--- config.mk ---
export PLATFORM = sky130hd
export DESIGN_NAME = net_frame_sequencer
export DESIGN_NICKNAME = d
export VERILOG_FILES = /design/src/rtl/net_engine_pkg.sv /design/src/rtl/net_seq_watchdog.sv /design/src/rtl/net_frame_sequencer.sv
export SDC_FILE = /design/constraint.sdc
export NUM_CORES = 1
export LEC_CHECK = 0
export ABC_CLOCK_PERIOD_IN_PS = 2500
export CAP_MARGIN = 0
export CORE_MARGIN = 5
export CORE_UTILIZATION = 46
export DETAILED_ROUTE_END_ITERATION = 8
export GPL_ROUTABILITY_DRIVEN = 0
export PLACE_DENSITY = 0.79
export SLEW_MARGIN = 40
export SYNTH_ARGS = -nofsm -noshare
export SYNTH_HDL_FRONTEND = slang
export SYNTH_SLANG_ARGS = --single-unit
--- constraint.sdc ---
create_clock -name aclk -period 2.5 [get_ports aclk]
set_input_delay 0.375 -clock aclk [delete_from_list [all_inputs] [get_ports aclk]]
set_output_delay 0.375 -clock aclk [all_outputs]
set_load 0.02 [all_outputs]
--- src/rtl/net_engine_pkg.sv ---
// Shared definitions for the net engine: sequencer state encoding, the frame length formula
// and the width of the exported state field.
package net_engine_pkg;

  localparam int unsigned StatStateWidth = 3;

  typedef enum logic [StatStateWidth-1:0] {
    StIdle     = 3'd0,
    StLoad     = 3'd1,
    StStart    = 3'd2,
    StWaitDone = 3'd3,
    StDrain    = 3'd4,
    StFlush    = 3'd5
  } seq_state_e;

  // Window words per frame: 9 for the first cell, 3 more for each additional cell.
  function automatic int unsigned frame_words(input int unsigned cell_count);
    return 9 + (cell_count - 1) * 3;
  endfunction

endpackage

--- src/rtl/net_seq_watchdog.sv ---
// Cycle watchdog: cleared by load_i, counts while count_i is high, and flags expiry on the
// Limit-th counted cycle.
module net_seq_watchdog #(
  parameter int unsigned Limit = 1024,
  localparam int unsigned CntWidth = $clog2(Limit + 1)
) (
  input  logic clk_i,
  input  logic rst_ni,
  input  logic load_i,
  input  logic count_i,
  output logic expired_o
);

  localparam logic [CntWidth-1:0] LastCnt = CntWidth'(Limit - 1);

  logic [CntWidth-1:0] cnt_q;

  // Count counted cycles; hold at the last value so the counter never wraps.
  always_ff @(posedge clk_i or negedge rst_ni) begin
    if (!rst_ni) begin
      cnt_q <= '0;
    end else if (load_i) begin
      cnt_q <= '0;
    end else if (count_i && (cnt_q != LastCnt)) begin
      cnt_q <= cnt_q + CntWidth'(1);
    end
  end

  assign expired_o = count_i && (cnt_q == LastCnt);

endmodule

--- src/rtl/net_frame_sequencer.sv ---
// Frame-level controller: loads one fixed-length frame of words into the net cells, pulses
// start, collects every cell's done, then hands the result to the output stage.
// Optional build macro NET_SEQ_TIMEOUT_EN adds a watchdog on the done-collection phase.
module net_frame_sequencer
  import net_engine_pkg::*;
#(
  parameter int unsigned DATA_WIDTH     = 32,
  parameter int unsigned NET_CELL_COUNT = 2,
  parameter int unsigned FRAME_WORDS    = frame_words(NET_CELL_COUNT),
  parameter int unsigned TIMEOUT_CYCLES = 1024,
  localparam int unsigned IdxWidth      = $clog2(FRAME_WORDS)
) (
  input  logic                      aclk,
  input  logic                      aresetn,
  input  logic [DATA_WIDTH-1:0]     s_axis_tdata,
  input  logic                      s_axis_tvalid,
  input  logic                      s_axis_tlast,
  output logic                      s_axis_tready,
  output logic                      cell_wr_en,
  output logic [IdxWidth-1:0]       cell_wr_idx,
  output logic [DATA_WIDTH-1:0]     cell_wr_data,
  output logic                      cell_start,
  input  logic [NET_CELL_COUNT-1:0] cell_done,
  output logic                      out_req,
  input  logic                      out_ack,
  input  logic                      ctrl_enable,
  input  logic                      ctrl_clear,
  output logic [StatStateWidth-1:0] stat_state,
  output logic [31:0]               stat_frames,
  output logic                      stat_err,
  output logic                      stat_timeout
);

  localparam logic [IdxWidth-1:0] LastIdx = IdxWidth'(FRAME_WORDS - 1);

  seq_state_e                state_q, state_d;
  logic [IdxWidth-1:0]       cnt_q, cnt_d;
  logic [NET_CELL_COUNT-1:0] mask_q, mask_d;
  logic [31:0]               frames_q, frames_d;
  logic                      err_q, err_d;
  logic                      wr_en_q, wr_en_d;
  logic [IdxWidth-1:0]       wr_idx_q, wr_idx_d;
  logic [DATA_WIDTH-1:0]     wr_data_q, wr_data_d;
  logic                      tready_q;
  logic                      start_q;
  logic                      out_req_q;
  logic                      beat;
  logic                      done_all;
  logic                      wd_expired;

  assign beat     = s_axis_tvalid & tready_q;
  // Done seen this cycle counts, so out_req can follow the last done by one cycle.
  assign done_all = &(mask_q | cell_done);

`ifdef NET_SEQ_TIMEOUT_EN
  logic timeout_q;

  net_seq_watchdog #(
    .Limit (TIMEOUT_CYCLES)
  ) u_watchdog (
    .clk_i     (aclk),
    .rst_ni    (aresetn),
    .load_i    (state_q == StStart),
    .count_i   (state_q == StWaitDone),
    .expired_o (wd_expired)
  );

  // Sticky watchdog flag; a done arriving on the expiry cycle takes precedence.
  always_ff @(posedge aclk or negedge aresetn) begin
    if (!aresetn) begin
      timeout_q <= 1'b0;
    end else if (ctrl_clear) begin
      timeout_q <= 1'b0;
    end else if ((state_q == StWaitDone) && wd_expired && !done_all) begin
      timeout_q <= 1'b1;
    end
  end

  assign stat_timeout = timeout_q;
`else
  logic unused_timeout_cfg;

  assign wd_expired         = 1'b0;
  assign stat_timeout       = 1'b0;
  assign unused_timeout_cfg = ^TIMEOUT_CYCLES;
`endif

  // Next-state, frame counter, done mask, statistics and cell write bus.
  always_comb begin
    state_d   = state_q;
    cnt_d     = cnt_q;
    mask_d    = mask_q;
    frames_d  = frames_q;
    err_d     = err_q;
    wr_en_d   = 1'b0;
    wr_idx_d  = wr_idx_q;
    wr_data_d = wr_data_q;

    unique case (state_q)
      StIdle: begin
        if (ctrl_enable) state_d = StLoad;
      end
      StLoad: begin
        if (beat) begin
          wr_en_d   = 1'b1;
          wr_idx_d  = cnt_q;
          wr_data_d = s_axis_tdata;
          if (cnt_q == LastIdx) begin
            cnt_d = '0;
            if (s_axis_tlast) begin
              state_d = StStart;
            end else begin
              // Long frame: drop the tail up to its tlast.
              err_d   = 1'b1;
              state_d = StFlush;
            end
          end else if (s_axis_tlast) begin
            // Short frame: restart; the next frame overwrites the partial load.
            err_d = 1'b1;
            cnt_d = '0;
          end else begin
            cnt_d = cnt_q + IdxWidth'(1);
          end
        end else if (!ctrl_enable && (cnt_q == '0)) begin
          // Disabled between frames: no frame in progress to finish.
          state_d = StIdle;
        end
      end
      StFlush: begin
        if (beat && s_axis_tlast) begin
          cnt_d   = '0;
          state_d = StLoad;
        end
      end
      StStart: begin
        mask_d  = '0;
        state_d = StWaitDone;
      end
      StWaitDone: begin
        mask_d = mask_q | cell_done;
        if (done_all) begin
          state_d = StDrain;
        end else if (wd_expired) begin
          state_d = StIdle;
        end
      end
      StDrain: begin
        if (out_ack) begin
          frames_d = frames_q + 32'd1;
          state_d  = ctrl_enable ? StLoad : StIdle;
        end
      end
      default: state_d = StIdle;
    endcase

    // Clear overrides every other event in the same cycle.
    if (ctrl_clear) begin
      state_d  = StIdle;
      cnt_d    = '0;
      frames_d = '0;
      err_d    = 1'b0;
      wr_en_d  = 1'b0;
    end
  end

  // State, counters and registered outputs.
  always_ff @(posedge aclk or negedge aresetn) begin
    if (!aresetn) begin
      state_q   <= StIdle;
      cnt_q     <= '0;
      mask_q    <= '0;
      frames_q  <= '0;
      err_q     <= 1'b0;
      wr_en_q   <= 1'b0;
      wr_idx_q  <= '0;
      wr_data_q <= '0;
      tready_q  <= 1'b0;
      start_q   <= 1'b0;
      out_req_q <= 1'b0;
    end else begin
      state_q   <= state_d;
      cnt_q     <= cnt_d;
      mask_q    <= mask_d;
      frames_q  <= frames_d;
      err_q     <= err_d;
      wr_en_q   <= wr_en_d;
      wr_idx_q  <= wr_idx_d;
      wr_data_q <= wr_data_d;
      tready_q  <= (state_d == StLoad) || (state_d == StFlush);
      start_q   <= (state_q == StStart) && !ctrl_clear;
      out_req_q <= (state_d == StDrain);
    end
  end

  assign s_axis_tready = tready_q;
  assign cell_wr_en    = wr_en_q;
  assign cell_wr_idx   = wr_idx_q;
  assign cell_wr_data  = wr_data_q;
  assign cell_start    = start_q;
  assign out_req       = out_req_q;
  assign stat_state    = state_q;
  assign stat_frames   = frames_q;
  assign stat_err      = err_q;

endmodule

After elaboration in Yosys (flattened, before gate mapping) --
Index checks and enable logic that the tools add are counted.
Word-level totals: output and inout bits 77, bits in latches 0, bits in read-only memories 0, logic and storage cells 77, RAM bits 0, memories kept 0, input port bits 41, register bits 82
Operators by class: divide/modulo/power cells 0, reduce and logical (&&, ||, !) cells 20, muxes and demuxes 30, $lt $le $gt $ge 0, bitwise operators 2, equal/unequal tests 12, multiply operators 0, add/subtract/negate cells 2, shift operators 0
Operators with widths (count):
- 2-to-1 mux 32 bit | 3
- adder 32 x 1 -> 32 bit (second input constant) | 1
- 2-to-1 mux 3 bit | 9
- 2-to-1 mux 4 bit | 5
- one-hot mux 3 bit (6 select lines) | 1
- == test 3 bit (second input constant) | 4
- 2-to-1 mux 1 bit | 10
- nonzero test 2 bit | 5
- inequality test 3 bit (second input constant) | 3
- one-hot mux 4 bit (2 select lines) | 1
- == test 3 x 1 -> 1 bit (second input constant) | 2
- == test 3 x 2 -> 1 bit (second input constant) | 2
- AND reduction 2 bit | 3
- nonzero test 3 bit | 2
- adder 4 x 1 -> 4 bit (second input constant) | 1
- == test 4 bit (second input constant) | 1
- logical NOT 4 bit | 1
- one-hot mux 2 bit (2 select lines) | 1
- AND reduction 4 bit | 1
- logical AND 1 bit | 3
- logical NOT 3 bit | 1
- AND reduction 3 bit | 1
- logical NOT 1 bit | 2
- bitwise OR 2 bit | 1
- 2 further kinds | 2

Longest topological paths before layout --
word-level depth 8, depth in mapped cells 7, gate-level depth less buffers 6

Least setup slack after synthesis --
No wires, ideal clock.
path type reg-to-reg, start point register state_q[1] (netlist: stat_state[1]), end point register frames_q[25] (netlist: stat_frames[25]), arrival 1826 ps, cell stages (with the launch flop) 6, library setup time 78 ps, path slack 596 ps, path through dfrtp_1 -> nand4bb_4 -> a2111oi_4 -> nand3_2 -> or3_1 -> a21oi_1
Between the ends: longest elaborated chain between the ends 3
RTL lines:
- start, declared | RTL line net_frame_sequencer.sv:36 | seq_state_e state_q, state_d;
- start signal, assigned | RTL line net_frame_sequencer.sv:169 | state_q <= StIdle;
- start signal, assigned | RTL line net_frame_sequencer.sv:181 | state_q <= state_d;
- == test 3 bit | RTL line net_frame_sequencer.sv:99 | unique case (state_q)
- nonzero test 2 bit (no line)
- AND reduction 2 bit (no line)
- end signal, assigned | RTL line net_frame_sequencer.sv:184 | frames_q <= frames_d;
- end, declared | RTL line net_frame_sequencer.sv:39 | logic [31:0] frames_q, frames_d;
No other way between the ends. A chain may end at the register's enable or synchronous reset.

Final worst setup path --
start point register state_q[2] (netlist: stat_state[2]), end point output stat_state[2]
RTL lines:
- end, declared | RTL line net_frame_sequencer.sv:28 | output logic [StatStateWidth-1:0] stat_state,
No word-level cell between the ends.

==> flow_summary.json <==
{
  "path_class": "reg -> out",
  "ys_top_cells_by_area": "dfrtp_1 55%, mux2_1 10%, nor2_1 4.6%",
  "crit_start": "stat_state[2]",
  "rr_startpoint": "stat_state[0]",
  "worstSkewPairLatency_ps": 350,
  "numCtsBuffers": 9,
  "path_depth": 1,
  "die_x_um": 100,
  "core_area_mm2": 0.00781,
  "wl_per_cell_um": 16.0,
  "numPortBuffers": 116,
  "drv_cap": 0,
  "power_leakage_nw": 2.25,
  "synth_top_cell_area_share": 0.551,
  "drive_above_1_share": 0.0683,
  "period_needed_ps": 2070,
  "grt_overflow_total": 0,
  "synth_top_family_by_area": "simple AND/OR/NAND/NOR gates",
  "synthSimpleGateAreaFrac": 0.183,
  "cpLargestDelayFamily": "buffers and inverters",
  "synth_area_mm2": 0.00373,
  "dieArea_mm2": 0.0100,
  "cts_resized": 0,
  "start_kind": "flop",
  "muxShareOfSynthArea": 0.106,
  "area_growth_pct": 41.9,
  "yosys_most_used_dff": "dfrtp_1",
  "rows": 32,
  "synth_nets": 371,
  "synthAdderAreaFrac": 0.0101,
  "rsz0062_at_grt": "false",
  "clock_skew_ps": 12.6,
  "setup_viol": 0,
  "yosys_warnings": 0,
  "outcome": "finished, final reports clean",
  "synth_seq_cells": 82,
  "timing.critical_path.to": "stat_state[2]",
  "clock-sinks": 82,
  "drc": 0,
  "initial_core_util": 0.477,
  "ys_async_sr_fraction": 1.00,
  "avgSynthCellArea_um2": 11.4,
  "h-tree-depth": 3,
  "diodes": 0,
  "track_usage": 0.189,
  "cts_buffer_depth": 2,
  "r2r.worst_path.cells": 5,
  "dp_hpwl_um": 6590,
  "ir_worst_vdd_mv": 0.404,
  "cpPeakStageDelay_ps": 710,
  "antenna_found_initial": 0,
  "hold_ws_ps": 495,
  "hold_buffers": 1,
  "fmax_mhz": 482,
  "critPathMaxFanout": 14,
  "fill_cells": 596,
  "num_io_pins": 118,
  "arrival_ps": 1700,
  "synth_top_area_cell": "dfrtp_1",
  "dieHeight_um": 100,
  "drt_wl_total_um": 8880,
  "regArea_mm2": 0.00205,
  "vias": 2942,
  "synth-xor-area-share": 0.0682,
  "fin_nets": 493,
  "cp_cell_sequence": "clkdlybuf4s50_1",
  "syn_inst": 327,
  "fin_crit_sh": 0.830,
  "cts-root-buf": "clkbuf_8",
  "firstDrtPassIters": 4,
  "synth_compound_area_frac": 0.0584,
  "tns_ps": 0,
  "first_iter_violations": 94,
  "grt_pass1_wl_um": 15100,
  "powerDensity_mw_per_mm2": 695,
  "hold_viol": 0,
  "r2r-end": "stat_frames[27]",
  "setup.worst_path.end_class": "output port",
  "multi_input_area_mm2": 0.00159,
  "final-max-slew-violation-count": 0,
  "synth_cell_types": 45,
  "synth-seq-area-share": 0.551,
  "synth_edf_count": 0,
  "cpMaxStageDelayCell": "clkdlybuf4s50_1",
  "ant_nets": 0,
  "reg2reg_slack_ps": 480,
  "cp.buffers_inverters": 1,
  "required_ps": 2120,
  "cts_setup_buffers": 0,
  "cts_tree": "yes",
  "vias_per_cell": 5.29,
  "hold_class": "reg -> reg",
  "grt_pass1_vias": 3036,
  "clk_pin_slew_ps": 80,
  "grt_max_degree": 49
}
==> cell type report <==
cell class	count	share of cell area
clock buffers	12	0.0274
clock inverters	4	0.0187
inverters	7	0.00497
multi-input cells	225	0.301
flip-flops and latches	82	0.388
well taps	102	0.0241
repair buffers	124	0.236
==> layout by cell type, fill, tap and decap left out, types with 6 or more instances in the layout <==
| cell type | count |
|---|---|
| nor2_1 | 46 |
| o21ai_1 | 6 |
| dfrtp_1 | 82 |
| inv_1 | 7 |
| xor2_1 | 18 |
| clkdlybuf4s50_1 | 115 |
| nand4_1 | 13 |
| xnor2_1 | 11 |
| buf_4 | 6 |
| clkbuf_8 | 10 |
| nand2_1 | 18 |
| nand3_1 | 10 |
| a21oi_1 | 8 |
| mux2_1 | 34 |
==> logic make-up (layout without fill, tap and decap cells) <==
family,after synthesis,in the layout
buffers and inverters,20,147
adders and majority gates,3,3
AOI/OAI and AO/OA,30,30
and+or+nand+nor,127,127
other,1,1
xor gates and xnor gates,29,29
DFF,82,82
muxes,35,35
==> routing by layer <==
| layer | track usage | vias up | wire (um) |
|---|---|---|---|
| met5 | 0 | - | 0 |
| met3 | 0.0361 | 22 | 484 |
| met1 | 0.239 | 1436 | 3630 |
| li1 | - | 1384 | - |
| met2 | 0.313 | 100 | 4460 |
| met4 | 0.0922 | 0 | 300 |
==> worst min path at each step <==
stage	startpoint	end	slack, ps	cells past startpoint
3_5_place_dp	aresetn	stat_frames[19]	360	1
5_1_grt	cell_wr_data[18]	cell_wr_data[18]	520	1
2_1_floorplan	aresetn	cell_start	80	0
3_3_place_gp	aresetn	stat_frames[18]	360	1
4_1_cts	cell_wr_data[15]	cell_wr_data[15]	500	1
6_report	cell_wr_data[15]	cell_wr_data[15]	490	1
==> worst reg2reg max path, delay by kind of cell, from the launching register on <==
| kind | cells | cell delay (ps) |
|---|---|---|
| simple gates | 3 | 880 |
| flops | 1 | 520 |
| compound gates | 2 | 580 |
==> synthesized netlist by cell type, types with 5 or more instances <==
| master | count |
|---|---|
| a21oi_1 | 8 |
| or3_1 | 5 |
| nor2b_1 | 5 |
| o21ai_1 | 6 |
| and4_1 | 5 |
| nor3_1 | 5 |
| xnor2_1 | 11 |
| mux2_1 | 34 |
| inv_1 | 7 |
| nor2_1 | 46 |
| clkbuf_1 | 7 |
| xor2_1 | 18 |
| nand2_1 | 18 |
| nand4_1 | 13 |
| dfrtp_1 | 82 |
| nand3_1 | 10 |
==> through the flow <==
stage	cell area [um^2]	power, mW	std cells	worst slack, ps	util
4_1_cts	5290	3.73	556	407	0.677
3_5_place_dp	5030	2.56	539	226	0.645
3_3_place_gp	5030	2.53	539	294	0.645
2_1_floorplan	3730	2.03	327	596	-
5_1_grt	5290	3.86	556	278	0.677
6_report	5290	3.67	556	425	0.677
==> state kept, by name (all words and copies together) (netlist names), 2 cells and up <==
name and flops:
mask_q 2, cell_wr_data 32, cnt_q 4, cell_wr_idx 4
stat_frames 32, stat_state 3
==> power by group <==
part / total, mW / switching [mW] / internal [mW] / leakage, nW
combinational: 0.912 / 0.437 / 0.475 / 1.04
sequential: 1.61 / 0.0960 / 1.51 / 1.09
clock: 1.15 / 0.460 / 0.694 / 0.121
Note: power is estimated with default switching activity, not from simulation.
